## config.mk

```make
export PLATFORM = sky130hd
export DESIGN_NAME = spi_master_flat
export DESIGN_NICKNAME = d
export VERILOG_FILES = /design/src/rtl/spi_master_if.sv /design/src/rtl/spi_master.sv /design/src/flat_wrapper.sv
export SDC_FILE = /design/constraint.sdc
export NUM_CORES = 1
export LEC_CHECK = 0
export ABC_CLOCK_PERIOD_IN_PS = 3000
export CORE_ASPECT_RATIO = 0.5
export CORE_MARGIN = 2
export CORE_UTILIZATION = 45
export DETAILED_ROUTE_END_ITERATION = 10
export PLACE_DENSITY = 0.86
export SKIP_LAST_GASP = 1
export SYNTH_ARGS = -nofsm -noshare
export SYNTH_HDL_FRONTEND = slang
export SYNTH_SLANG_ARGS = --single-unit
```

## constraint.sdc

```tcl
create_clock -name clk -period 3 [get_ports clk]
set_input_delay 0.75 -clock clk [delete_from_list [all_inputs] [get_ports clk]]
set_output_delay 0.75 -clock clk [all_outputs]
set_load 0.005 [all_outputs]
```

## src/rtl/spi_master_if.sv

```systemverilog
// Bus-side signals of the memory-mapped SPI master: select, address, strobes, data and ready.
interface spi_master_if;
  logic        spi_sel;
  logic [3:0]  addr;
  logic [3:0]  wstrb;
  logic [31:0] spi_data_i;
  logic [31:0] spi_data_o;
  logic        spi_ready;

  modport master (
    output spi_sel, addr, wstrb, spi_data_i,
    input  spi_data_o, spi_ready
  );

  modport slave (
    input  spi_sel, addr, wstrb, spi_data_i,
    output spi_data_o, spi_ready
  );
endinterface

```

## src/rtl/spi_master.sv

```systemverilog
// Polled SPI master (mode 0, 8-bit frames, MSB first) with DATA/CTRL registers on a simple valid/ready bus.
module spi_master #(
  parameter logic [7:0] DEFAULT_DIV = 8'd2
) (
  input  logic         clk,
  input  logic         reset,
  spi_master_if.slave  bus,
  output logic         sclk,
  output logic         mosi,
  input  logic         miso,
  output logic         cs_n
);

  typedef enum logic {IDLE, SHIFT} state_e;

  state_e      state_q, state_d;
  logic        ready_q;
  logic [31:0] rdata_q;
  logic        rxValid_q;
  logic [7:0]  rxData_q;
  logic [7:0]  div_q;
  logic        csBit_q;
  logic        csN_q;
  logic        sclk_q;
  logic        mosi_q;
  logic [7:0]  txShift_q;
  logic [7:0]  rxShift_q;
  logic [7:0]  frameDiv_q;
  logic [7:0]  cnt_q;
  logic [3:0]  tog_q;

  logic [1:0]  regSel;
  logic        isWrite;
  logic        busy;
  logic        stall;
  logic        accept;
  logic        startFrame;
  logic        tick;
  logic        lastToggle;
  logic [31:0] readData;
  logic        unusedData;

  assign regSel     = bus.addr[3:2];
  assign unusedData = ^bus.spi_data_i[31:9];

  always_ff @(posedge clk) begin
    if (reset) state_q <= IDLE;
    else       state_q <= state_d;
  end

  always_comb begin
    state_d = state_q;
    case (state_q)
      IDLE:    if (startFrame) state_d = SHIFT;
      SHIFT:   if (lastToggle) state_d = IDLE;
      default: state_d = IDLE;
    endcase
  end

  // Only DATA/CTRL writes that could disturb a running frame wait for it to finish.
  always_comb begin
    isWrite    = |bus.wstrb;
    busy       = (state_q == SHIFT);
    stall      = busy && isWrite && (((regSel == 2'd0) && bus.wstrb[0]) || (regSel == 2'd1));
    accept     = bus.spi_sel && !ready_q && !stall;
    startFrame = accept && (regSel == 2'd0) && bus.wstrb[0];
    tick       = busy && (cnt_q == frameDiv_q);
    lastToggle = tick && (tog_q == 4'd15);
    readData   = '0;
    case (regSel)
      2'd0:    readData = {24'b0, rxData_q};
      2'd1:    readData = {busy, rxValid_q, 21'b0, csBit_q, div_q};
      default: readData = '0;
    endcase
  end

  always_ff @(posedge clk) begin
    if (reset) begin
      ready_q    <= 1'b0;
      rdata_q    <= '0;
      rxValid_q  <= 1'b0;
      rxData_q   <= '0;
      div_q      <= DEFAULT_DIV;
      csBit_q    <= 1'b0;
      csN_q      <= 1'b1;
      sclk_q     <= 1'b0;
      mosi_q     <= 1'b0;
      txShift_q  <= '0;
      rxShift_q  <= '0;
      frameDiv_q <= '0;
      cnt_q      <= '0;
      tog_q      <= '0;
    end else begin
      ready_q <= accept;
      if (accept) rdata_q <= isWrite ? 32'd0 : readData;

      if (accept && isWrite && (regSel == 2'd1)) begin
        if (bus.wstrb[0]) div_q <= bus.spi_data_i[7:0];
        if (bus.wstrb[1]) begin
          csBit_q <= bus.spi_data_i[8];
          csN_q   <= ~bus.spi_data_i[8];
        end
      end

      // Frame completion beats a coincident DATA read clearing the flag.
      if (lastToggle)                                     rxValid_q <= 1'b1;
      else if (accept && !isWrite && (regSel == 2'd0))    rxValid_q <= 1'b0;

      if (startFrame) begin
        txShift_q  <= bus.spi_data_i[7:0];
        mosi_q     <= bus.spi_data_i[7];
        sclk_q     <= 1'b0;
        frameDiv_q <= div_q;
        cnt_q      <= '0;
        tog_q      <= '0;
      end else if (busy) begin
        if (tick) begin
          cnt_q <= '0;
          tog_q <= tog_q + 4'd1;
          if (lastToggle) begin
            sclk_q   <= 1'b0;
            rxData_q <= rxShift_q;
          end else begin
            sclk_q <= ~sclk_q;
            if (!sclk_q) begin
              rxShift_q <= {rxShift_q[6:0], miso};
            end else begin
              mosi_q    <= txShift_q[6];
              txShift_q <= {txShift_q[6:0], 1'b0};
            end
          end
        end else begin
          cnt_q <= cnt_q + 8'd1;
        end
      end
    end
  end

  assign bus.spi_ready  = ready_q;
  assign bus.spi_data_o = rdata_q;
  assign sclk           = sclk_q;
  assign mosi           = mosi_q;
  assign cs_n           = csN_q;

endmodule

```

## src/flat_wrapper.sv

```systemverilog
// flat-port wrapper written by rule: the top's interface ports become plain ports
module spi_master_flat 
#(
  parameter logic [7:0] DEFAULT_DIV = 8'd2
)
  (clk, reset, sclk, mosi, miso, cs_n, bus_spi_sel, bus_addr, bus_wstrb, bus_spi_data_i, bus_spi_data_o, bus_spi_ready);
  spi_master_if bus_i ();
  input  logic clk;
  input  logic reset;
  output logic sclk;
  output logic mosi;
  input  logic miso;
  output logic cs_n;
  input wire logic [$bits(bus_i.spi_sel)-1:0] bus_spi_sel;
  input wire logic [$bits(bus_i.addr)-1:0] bus_addr;
  input wire logic [$bits(bus_i.wstrb)-1:0] bus_wstrb;
  input wire logic [$bits(bus_i.spi_data_i)-1:0] bus_spi_data_i;
  output wire logic [$bits(bus_i.spi_data_o)-1:0] bus_spi_data_o;
  output wire logic [$bits(bus_i.spi_ready)-1:0] bus_spi_ready;
  assign bus_i.spi_sel = bus_spi_sel;
  assign bus_i.addr = bus_addr;
  assign bus_i.wstrb = bus_wstrb;
  assign bus_i.spi_data_i = bus_spi_data_i;
  assign bus_spi_data_o = bus_i.spi_data_o;
  assign bus_spi_ready = bus_i.spi_ready;
  spi_master #(.DEFAULT_DIV(DEFAULT_DIV)) u_core (.clk(clk), .reset(reset), .bus(bus_i), .sclk(sclk), .mosi(mosi), .miso(miso), .cs_n(cs_n));
endmodule
```

== Word level (Yosys, flattened, before mapping) ==
Cells that the tools add are included.
Cells by class
  add/sub/neg operators: 2
  equality and inequality tests: 4
  muxes and demuxes: 19
  bitwise gates (word level): 5
  reductions and logical operators: 30
Operator list (number)
  $pmux W32 S2: 1
  $mux W7: 5
  $mux W32: 1
  $logic_and A1 B1 Y1: 13
  $mux W1: 10
  $add A8 B1 Y8 const B: 1
  $eq A8 B8 Y1: 1
  $mux W8: 1
  $reduce_and A4 Y1: 2
  $reduce_bool A2 Y1: 4
  $reduce_and A2 Y1: 3
  $not A1 Y1: 5
  $reduce_and A5 Y1: 1
  $add A4 B1 Y4 const B: 1
  $eq A4 B4 Y1 const B: 1
  $reduce_or A4 Y1: 1
  $logic_not A1 Y1: 3
  $eq A2 B1 Y1 const B: 1
  $logic_not A2 Y1: 1
  $ne A2 B1 Y1 const B: 1
  $pmux W1 S2: 1
  $reduce_or A2 Y1: 1
  $logic_or A1 B1 Y1: 1
Storage, ports and cells
  flip-flop bits (word level): 90
  bits of input ports: 44
  output and inout port bits: 36
  logic and storage cells: 75

== Depth between registers and ports, before layout ==
Gate-level depths: netlist of the first run.
  depth in word-level cells: 10
  gate-level depth with buffers: 7
  gate-level depth less buffers: 6

== Worst setup path before layout of the first run ==
OpenSTA, ideal clock, no wires.
  path kind: input port to flip-flop
  start point: in bus_wstrb[1]
  end point: reg u_core.csN_q (netlist: u_core.cs_n)
  setup time: 0.120 ns
  arrival: 2.230 ns
  data required time: 2.880 ns
  setup slack: 0.650 ns
  cell stages on the path: 4
  path buffers: 0
  path through: or4_1 -> a41o_1 -> or3_1 -> a211o_1
On the way
  cells in the longest elaborated chain, start to end: 8
Ends and longest elaborated chain
  start, declared: line flat_wrapper.sv:16  | input wire logic [$bits(bus_i.wstrb)-1:0] bus_wstrb;
  $reduce_or A4 Y1: line spi_master.sv:62  | isWrite = |bus.wstrb;
  $logic_and A1 B1 Y1 (2 in a row): line spi_master.sv:64  | stall = busy && isWrite && (((regSel == 2'd0) && bus.wstrb[0]) || (regSel == 2'd1));
  $logic_not A1 Y1: line spi_master.sv:65  | accept = bus.spi_sel && !ready_q && !stall;
  $logic_and A1 B1 Y1: line spi_master.sv:65
  $logic_and A1 B1 Y1 (2 in a row): line spi_master.sv:97  | if (accept && isWrite && (regSel == 2'd1)) begin
  $reduce_and A2 Y1 (no source line) (*)
  end signal, assigned: line spi_master.sv:101  | csN_q <= ~bus.spi_data_i[8];
  end, declared: line spi_master.sv:23  | logic csN_q;
Every way passes the cells marked *; elsewhere a longest branch is shown, timed or not.
A chain may end at the register's enable or synchronous reset.

== Final worst setup path of the first run ==
  start point: in bus_wstrb[0]
  end point: reg u_core.csN_q (netlist: u_core.cs_n)
On the way
  cells in the longest elaborated chain, start to end: 8
  elaborated cells between the ends (all ways): 10
  classes of those cells: 10 x reduce/logical
Ends and longest elaborated chain (line)
  $reduce_or A4 Y1 or $logic_and A1 B1 Y1 (tied branches): spi_master.sv:62, spi_master.sv:64
  $logic_and A1 B1 Y1 or $logic_or A1 B1 Y1 (tied branches): spi_master.sv:64
  $logic_and A1 B1 Y1: spi_master.sv:64
  $logic_not A1 Y1: spi_master.sv:65
  $logic_and A1 B1 Y1: spi_master.sv:65
  $logic_and A1 B1 Y1 (*) (2 in a row): spi_master.sv:97
  $reduce_and A2 Y1 (no source line) (*)
Marks and branches as above.

==> key figures, run 1 <==
Outcome
  • Outcome: finished, final reports clean

Finish
  • Share of cells above drive strength 1: 0.105
  • Design Area, Final: 0.00377 mm^2
  • Final-layout fill cell count: 553
  • Register Area: 0.00138 mm^2
  • Nets: 433
  • Diode count: 0
  • Multi-input gate area: 0.00151 mm^2
  • Finished Core Util: 0.569
  • Area grow syn2layout: 23.2%

Job
  • Max cap viols: 0

Timing
  • Post-layout min period: 2.50 ns
  • Worst Clk Skew: 0.0113 ns
  • Setup WS post-layout: 0.503 ns
  • Fmax: 0.401 GHz
  • Total negative slack: 0 ns
  • Max_slew headroom: 0.648
  • Final Hold Viols: 0
  • Period utilization: 0.832
  • Unrepaired setup endpoints after global routing: false
  • Worst-Margin Slew: 0.521 ns
  • Final setup fails: 0
  • Pins Over Slew Limit: 0

Clock tree
  • Root Driver: clkbuf_16
  • CTS buffer count: 9
  • CTS clk-pin slew, worst paths: 0.06 ns
  • Setup Fix Bufs, Post-CTS: 0
  • H-Tree Depth: 3
  • Cts repair resizes: 0
  • Worst-case clock buffer depth: 2
  • Clk sinks: 69
  • CTS tree: done
  • Clk Latency, worst-skew pair: 0.33 ns
  • Post-CTS Hold Buffers: 0

Route
  • DRT Wirelength: 6420 um
  • DR iter-0 viols: 112
  • Routed len/inst: 13.3 um
  • DRC: 0
  • DR vias: 2435
  • Detail Route Antenna Nets: 0
  • Via density: 5.03
  • Pre-Repair DR Iteration Count: 4

Die
  • Rows: 21
  • Top-Level Pins: 80
  • Starting Density: 0.462
  • Die area: 0.00751 mm^2
  • Die Y: 62.3 um
  • Die Wd: 121 um
  • Core area: 0.00662 mm^2

Setup path
  • CP Capture Point: u_core.cs_n$_SDFFE_PP1P_
  • CP peak stage delay: 0.55 ns
  • Crit path buf inv count: 1
  • Worst-path cell chain: clkdlybuf4s50_1, or4_1, a41o_1, or3_1, a211o_1
  • Setup crit start: bus_wstrb[0]
  • Stages on worst setup path: 5
  • Crit Path Max Fanout: 3
  • Nature of the critical path endpoint: flip-flop
  • Reg2reg start: u_core.cnt_q[0]$_SDFFE_PP0P_
  • Crit path max-delay family: simple AND/OR/NAND/NOR gates
  • CP startpoint kind: input pin
  • Reg2reg path depth: 6
  • FF-to-FF setup slack: 0.86 ns
  • Reg-to-Reg End: u_core.rxShift_q[3]$_SDFFE_PP0P_
  • CP arrival: 2.72 ns
  • Worst path slowest cell: or4_1
  • Required time of the critical path: 3.22 ns
  • Critical path type: in -> reg

Power
  • Pleak: 1.35 nW
  • Power Density: 563 mW/mm^2
  • Power Total: 2.12 mW
  • VDD IR max: 0.000336 V

Yosys
  • Primary FF master, synth: dfxtp_1
  • Count leader, synth: dfxtp_1
  • Yosys warns: 0
  • FFs w/ async S/R, synth: 0
  • Netlist cell types: 37
  • Syn Std Cell Area: 0.00306 mm^2
  • Sequential share of the synthesized area: 0.452
  • Seq cells post-synth: 69
  • Avg Cell Area, Syn: 8.74 um^2
  • Post-synth EDFFs: 0
  • Commonest cells in the synthesized netlist: dfxtp_1 (69), nor2_1 (55), nand2_1 (30)
  • Cells after synthesis: 350
  • Top cell type by total area after synthesis: dfxtp_1
  • Synth top area cells: dfxtp_1 (45%), nor2_1 (6.8%), mux2i_1 (6.2%), buf_4 (5.2%), a21oi_1 (4.3%)
  • Share of the synthesized area in the top cell type: 0.452

Worst hold path
  • Hold path depth: 1
  • Hold crit path type: reg -> reg
  • Hold Startpoint: u_core.cs_n$_SDFFE_PP1P_

Global route
  • Total GRT Usage: 0.179
  • Largest net degree at the start of global routing: 32
  • Initial antenna violation count: 0
  • Vias in the first global route: 2285
  • Total gr overflow: 0
  • First-pass GRT wire length: 10700 um

Placed design
  • # port buffers: 33
  • DP Worst Slack: 0.184 ns
  • HPWL after DPL: 4430 um
  • RD Place Congestion: 0.794
  • Placed cell area: 0.00346 mm^2
## per-layer routing
layer / up-vias / routed length, um / global-route usage
met5: - / 0 / 0
met4: 0 / 78 / 0.0654
met3: 10 / 339 / 0.0478
met2: 80 / 3170 / 0.311
met1: 1121 / 2830 / 0.214
li1: 1224 / - / -
## cell type report
cell class,instances,share of cell area
repair buffers,48,0.120
clock inverters,7,0.0212
flip-flops and latches,69,0.367
well taps,92,0.0305
clock buffers,9,0.0598
multi-input cells,256,0.399
inverters,3,0.00299
## per-stage QoR
step / hold WS (ns) / cells
floorplan: 0.446 / 370
global placement: 0.447 / 468
detailed placement: 0.456 / 468
CTS: 0.469 / 484
global route: 0.504 / 484
finish: 0.468 / 484
## sequential cells by signal, indices dropped and copies added (netlist names)
signal / cells
u_core.bus.spi_data_o: 11
u_core.cnt_q: 8
u_core.div_q: 8
u_core.frameDiv_q: 8
u_core.rxData_q: 8
u_core.rxShift_q: 8
u_core.txShift_q: 7
u_core.tog_q: 4
u_core.bus.spi_ready: 1
u_core.busy: 1
u_core.csBit_q: 1
u_core.cs_n: 1
u_core.mosi: 1
u_core.rxValid_q: 1
u_core.sclk: 1
## placed cells by master (no fill, tap or decap), types with 13 or more instances in the layout
| cell | count |
|---|---|
| dfxtp_1 | 69 |
| nor2_1 | 55 |
| clkdlybuf4s50_1 | 32 |
| nand2_1 | 30 |
| a21oi_1 | 26 |
| conb_1 | 21 |
| mux2i_1 | 19 |
| nand2b_1 | 17 |
| buf_4 | 14 |
| nand3_1 | 13 |
## power breakdown
group,total (mW),switching (mW),internal (mW)
logic,0.117,0.0626,0.0545
registers,0.935,0.00859,0.926
clock network,1.07,0.417,0.654
total,2.12,0.488,1.64
## worst min path at each step
stage / to / slack, ns
5_1_grt: u_core.frameDiv_q[2]$_SDFFE_PP0N_ / 0.50
4_1_cts: u_core.cs_n$_SDFFE_PP1P_ / 0.47
3_5_place_dp: u_core.cs_n$_SDFFE_PP1P_ / 0.46
2_1_floorplan: u_core.frameDiv_q[2]$_SDFFE_PP0N_ / 0.45
6_report: u_core.cs_n$_SDFFE_PP1P_ / 0.47
3_3_place_gp: u_core.cs_n$_SDFFE_PP1P_ / 0.45
## cells by family after synthesis
logic type / Yosys count / share of synthesized area
buffers and inverters: 45 / 0.0847
other: 1 / 0.00123
AOI/OAI and AO/OA: 42 / 0.0863
and+or+nand+nor: 156 / 0.252
adders and majority gates: 2 / 0.00818
muxes: 19 / 0.0622
DFF: 69 / 0.452
xor gates and xnor gates: 16 / 0.0532
(Power assumes the default switching activity.)
==> run 2, diff against run 1 <==
--- a/config.mk
+++ b/config.mk
@@ -5,12 +5,12 @@
 export SDC_FILE = /design/constraint.sdc
 export NUM_CORES = 1
 export LEC_CHECK = 0
-export ABC_CLOCK_PERIOD_IN_PS = 3000
+export ABC_CLOCK_PERIOD_IN_PS = 2200
 export CORE_ASPECT_RATIO = 0.5
 export CORE_MARGIN = 2
-export CORE_UTILIZATION = 45
+export CORE_UTILIZATION = 44
 export DETAILED_ROUTE_END_ITERATION = 10
-export PLACE_DENSITY = 0.86
+export PLACE_DENSITY = 0.87
 export SKIP_LAST_GASP = 1
 export SYNTH_ARGS = -nofsm -noshare
 export SYNTH_HDL_FRONTEND = slang
==> constraint.sdc (replaced) <==
create_clock -name clk -period 2.2 [get_ports clk]
set_input_delay 0.55 -clock clk [delete_from_list [all_inputs] [get_ports clk]]
set_output_delay 0.55 -clock clk [all_outputs]
set_load 0.005 [all_outputs]
==> run 2 against run 1 <==
Die area grew 2.2%. Sequential cell count stayed put. Clock-buffer cell count grew 1. Critical path depth unchanged. Clock power rose by 25%. Via count rose by 3.7%. Global-route usage about the same. Hold slack improved by 0.0037 ns.
==> key figures, run 2 (same netlist as run 1, synthesis figures left out) <==
Timing
  • Period utilization: 0.993
  • Post-layout min period: 2.18 ns
  • Pins Over Slew Limit: 0
  • Final setup fails: 0
  • Fmax: 0.458 GHz
  • Worst Clk Skew: 0.00690 ns
  • Final Hold Viols: 0
  • Setup WS post-layout: 0.0155 ns
  • Unrepaired setup endpoints after global routing: false

Global route
  • Initial antenna violation count: 0
  • Vias in the first global route: 2386
  • Total gr overflow: 0
  • Largest net degree at the start of global routing: 23
  • Total GRT Usage: 0.179
  • First-pass GRT wire length: 10800 um

Finish
  • Area grow syn2layout: 26.1%
  • Most frequent cells in the layout: dfxtp_1 (69), nor2_1 (55), nand2_1 (30), clkdlybuf4s50_1 (30)
  • Nets: 445
  • Fin cells: 496
  • Most common cell after layout, fill and taps aside: dfxtp_1
  • Share of cells above drive strength 1: 0.139
  • Diode count: 0
  • Final-layout fill cell count: 548
  • Max reg flops: 11

Placed design
  • # port buffers: 33
  • HPWL after DPL: 4440 um
  • Placed cells: 479
  • DP Worst Slack: -0.383 ns
  • RD Place Congestion: 0.797

Worst hold path
  • Hold path depth: 2
  • Hold crit path type: reg -> reg
  • Hold Startpoint: u_core.frameDiv_q[7]$_SDFFE_PP0N_
  • Hold Path Sink: u_core.frameDiv_q[7]$_SDFFE_PP0N_

Power
  • Clock power share: 0.480
  • Flop pwr share: 0.457
  • Combinational fraction of design power: 0.063
  • Sw Ratio: 0.231
  • VDD IR max: 0.000353 V
  • Net Switching: 0.644 mW
  • Pint: 2.15 mW
  • Power Density: 724 mW/mm^2
  • Pleak: 1.41 nW

Route
  • DRC: 0
  • DR vias: 2524
  • Routed len/inst: 13.1 um
  • DRT Wirelength: 6490 um
  • Pre-Repair DR Iteration Count: 4
  • Via density: 5.09
  • DR iter-0 viols: 116
  • Detail Route Antenna Nets: 0

Setup path
  • Critical path type: in -> reg
  • CP arrival: 2.41 ns
  • Crit Path Max Fanout: 3
  • FF-to-FF setup slack: 0.15 ns
  • CP startpoint kind: input pin
  • Reg-to-Reg End: u_core.rxShift_q[2]$_SDFFE_PP0P_
  • Nature of the critical path endpoint: flip-flop
  • Required time of the critical path: 2.42 ns
  • Reg2reg path depth: 6
  • Reg2reg start: u_core.cnt_q[0]$_SDFFE_PP0P_

Clock tree
  • CTS buffer count: 9
  • H-Tree Depth: 3
  • Root Driver: clkbuf_16
  • Worst-case clock buffer depth: 2
  • Clk Latency, worst-skew pair: 0.33 ns
  • CTS tree: done
  • CTS clk-pin slew, worst paths: 0.06 ns
  • Clk sinks: 69

Die
  • Rows: 21
  • Top-Level Pins: 80
  • Die Y: 63.0 um
  • Starting Density: 0.456
  • Die area: 0.00767 mm^2
  • Die Wd: 122 um
  • Core area: 0.00670 mm^2

Job
  • Max cap viols: 0

Outcome
  • Outcome: finished, final reports clean
==> run 2: through the flow <==
stage	instance area (um^2)	utilization	hold WS, ns	setup TNS (ns)	power (mW)
2_1_floorplan	3130	-	0.446	0	1.41
3_3_place_gp	3550	0.529	0.449	-2.34	1.47
3_5_place_dp	3550	0.529	0.457	-2.78	1.47
4_1_cts	3840	0.573	0.471	0	2.81
5_1_grt	3860	0.576	0.484	0	2.88
6_report	3860	0.576	0.472	0	2.79
==> run 2: per-layer routing <==
metal  vias to the layer above  GRT usage  share of wire
met4                         0     0.0618          0.012
li1                       1246          -              -
met5                         -          0              0
met3                         6     0.0611          0.055
met1                      1196      0.210           0.43
met2                        76      0.306           0.51
==> run 2: layout make-up <==
class                      count  area (um^2)  area share
sequential                    69         1380       0.358
tap                           92          115      0.0298
clock buffer                  10          239      0.0620
timing repair buffer          60          546       0.141
clock inverter                 6         45.0      0.0117
inverter                       3         11.3     0.00292
multi-input combinational    256         1520       0.394
==> run 2: repair_timing <==
action                                  CTS  global route
pin swaps                                 1             3
endpoints found under the setup margin    1             5
hold buffers                              0             0
hold endpoints to repair                  0             0
resized for setup                         2             3
setup buffers                             0             1
==> run 2: worst max-delay path by stage <==
stage                       startpoint                          endpoint  slack, ns
after CTS                 bus_wstrb[1]          u_core.cs_n$_SDFFE_PP1P_       0.01
after global placement    bus_wstrb[1]          u_core.cs_n$_SDFFE_PP1P_      -0.37
final                     bus_wstrb[3]          u_core.cs_n$_SDFFE_PP1P_       0.02
after global routing       bus_addr[2]  u_core.txShift_q[2]$_SDFFE_PP0P_      0.002
after floorplan           bus_wstrb[1]          u_core.cs_n$_SDFFE_PP1P_       0.05
after detailed placement  bus_wstrb[1]          u_core.cs_n$_SDFFE_PP1P_      -0.38
==> run 2: power by group through the flow <==
stage	registers [mW]	logic (mW)	clock network, mW
6_report	1.28	0.176	1.34
5_1_grt	1.28	0.193	1.41
4_1_cts	1.27	0.172	1.36
3_5_place_dp	1.30	0.167	0
3_3_place_gp	1.30	0.166	0
2_1_floorplan	1.30	0.113	0
==> run 2: critical path, stage by stage <==
cell and delay [ns]:
clkdlybuf4s50_1 0.42, or4_4 0.49, a41o_1 0.26, or3_4 0.40, a211o_1 0.29
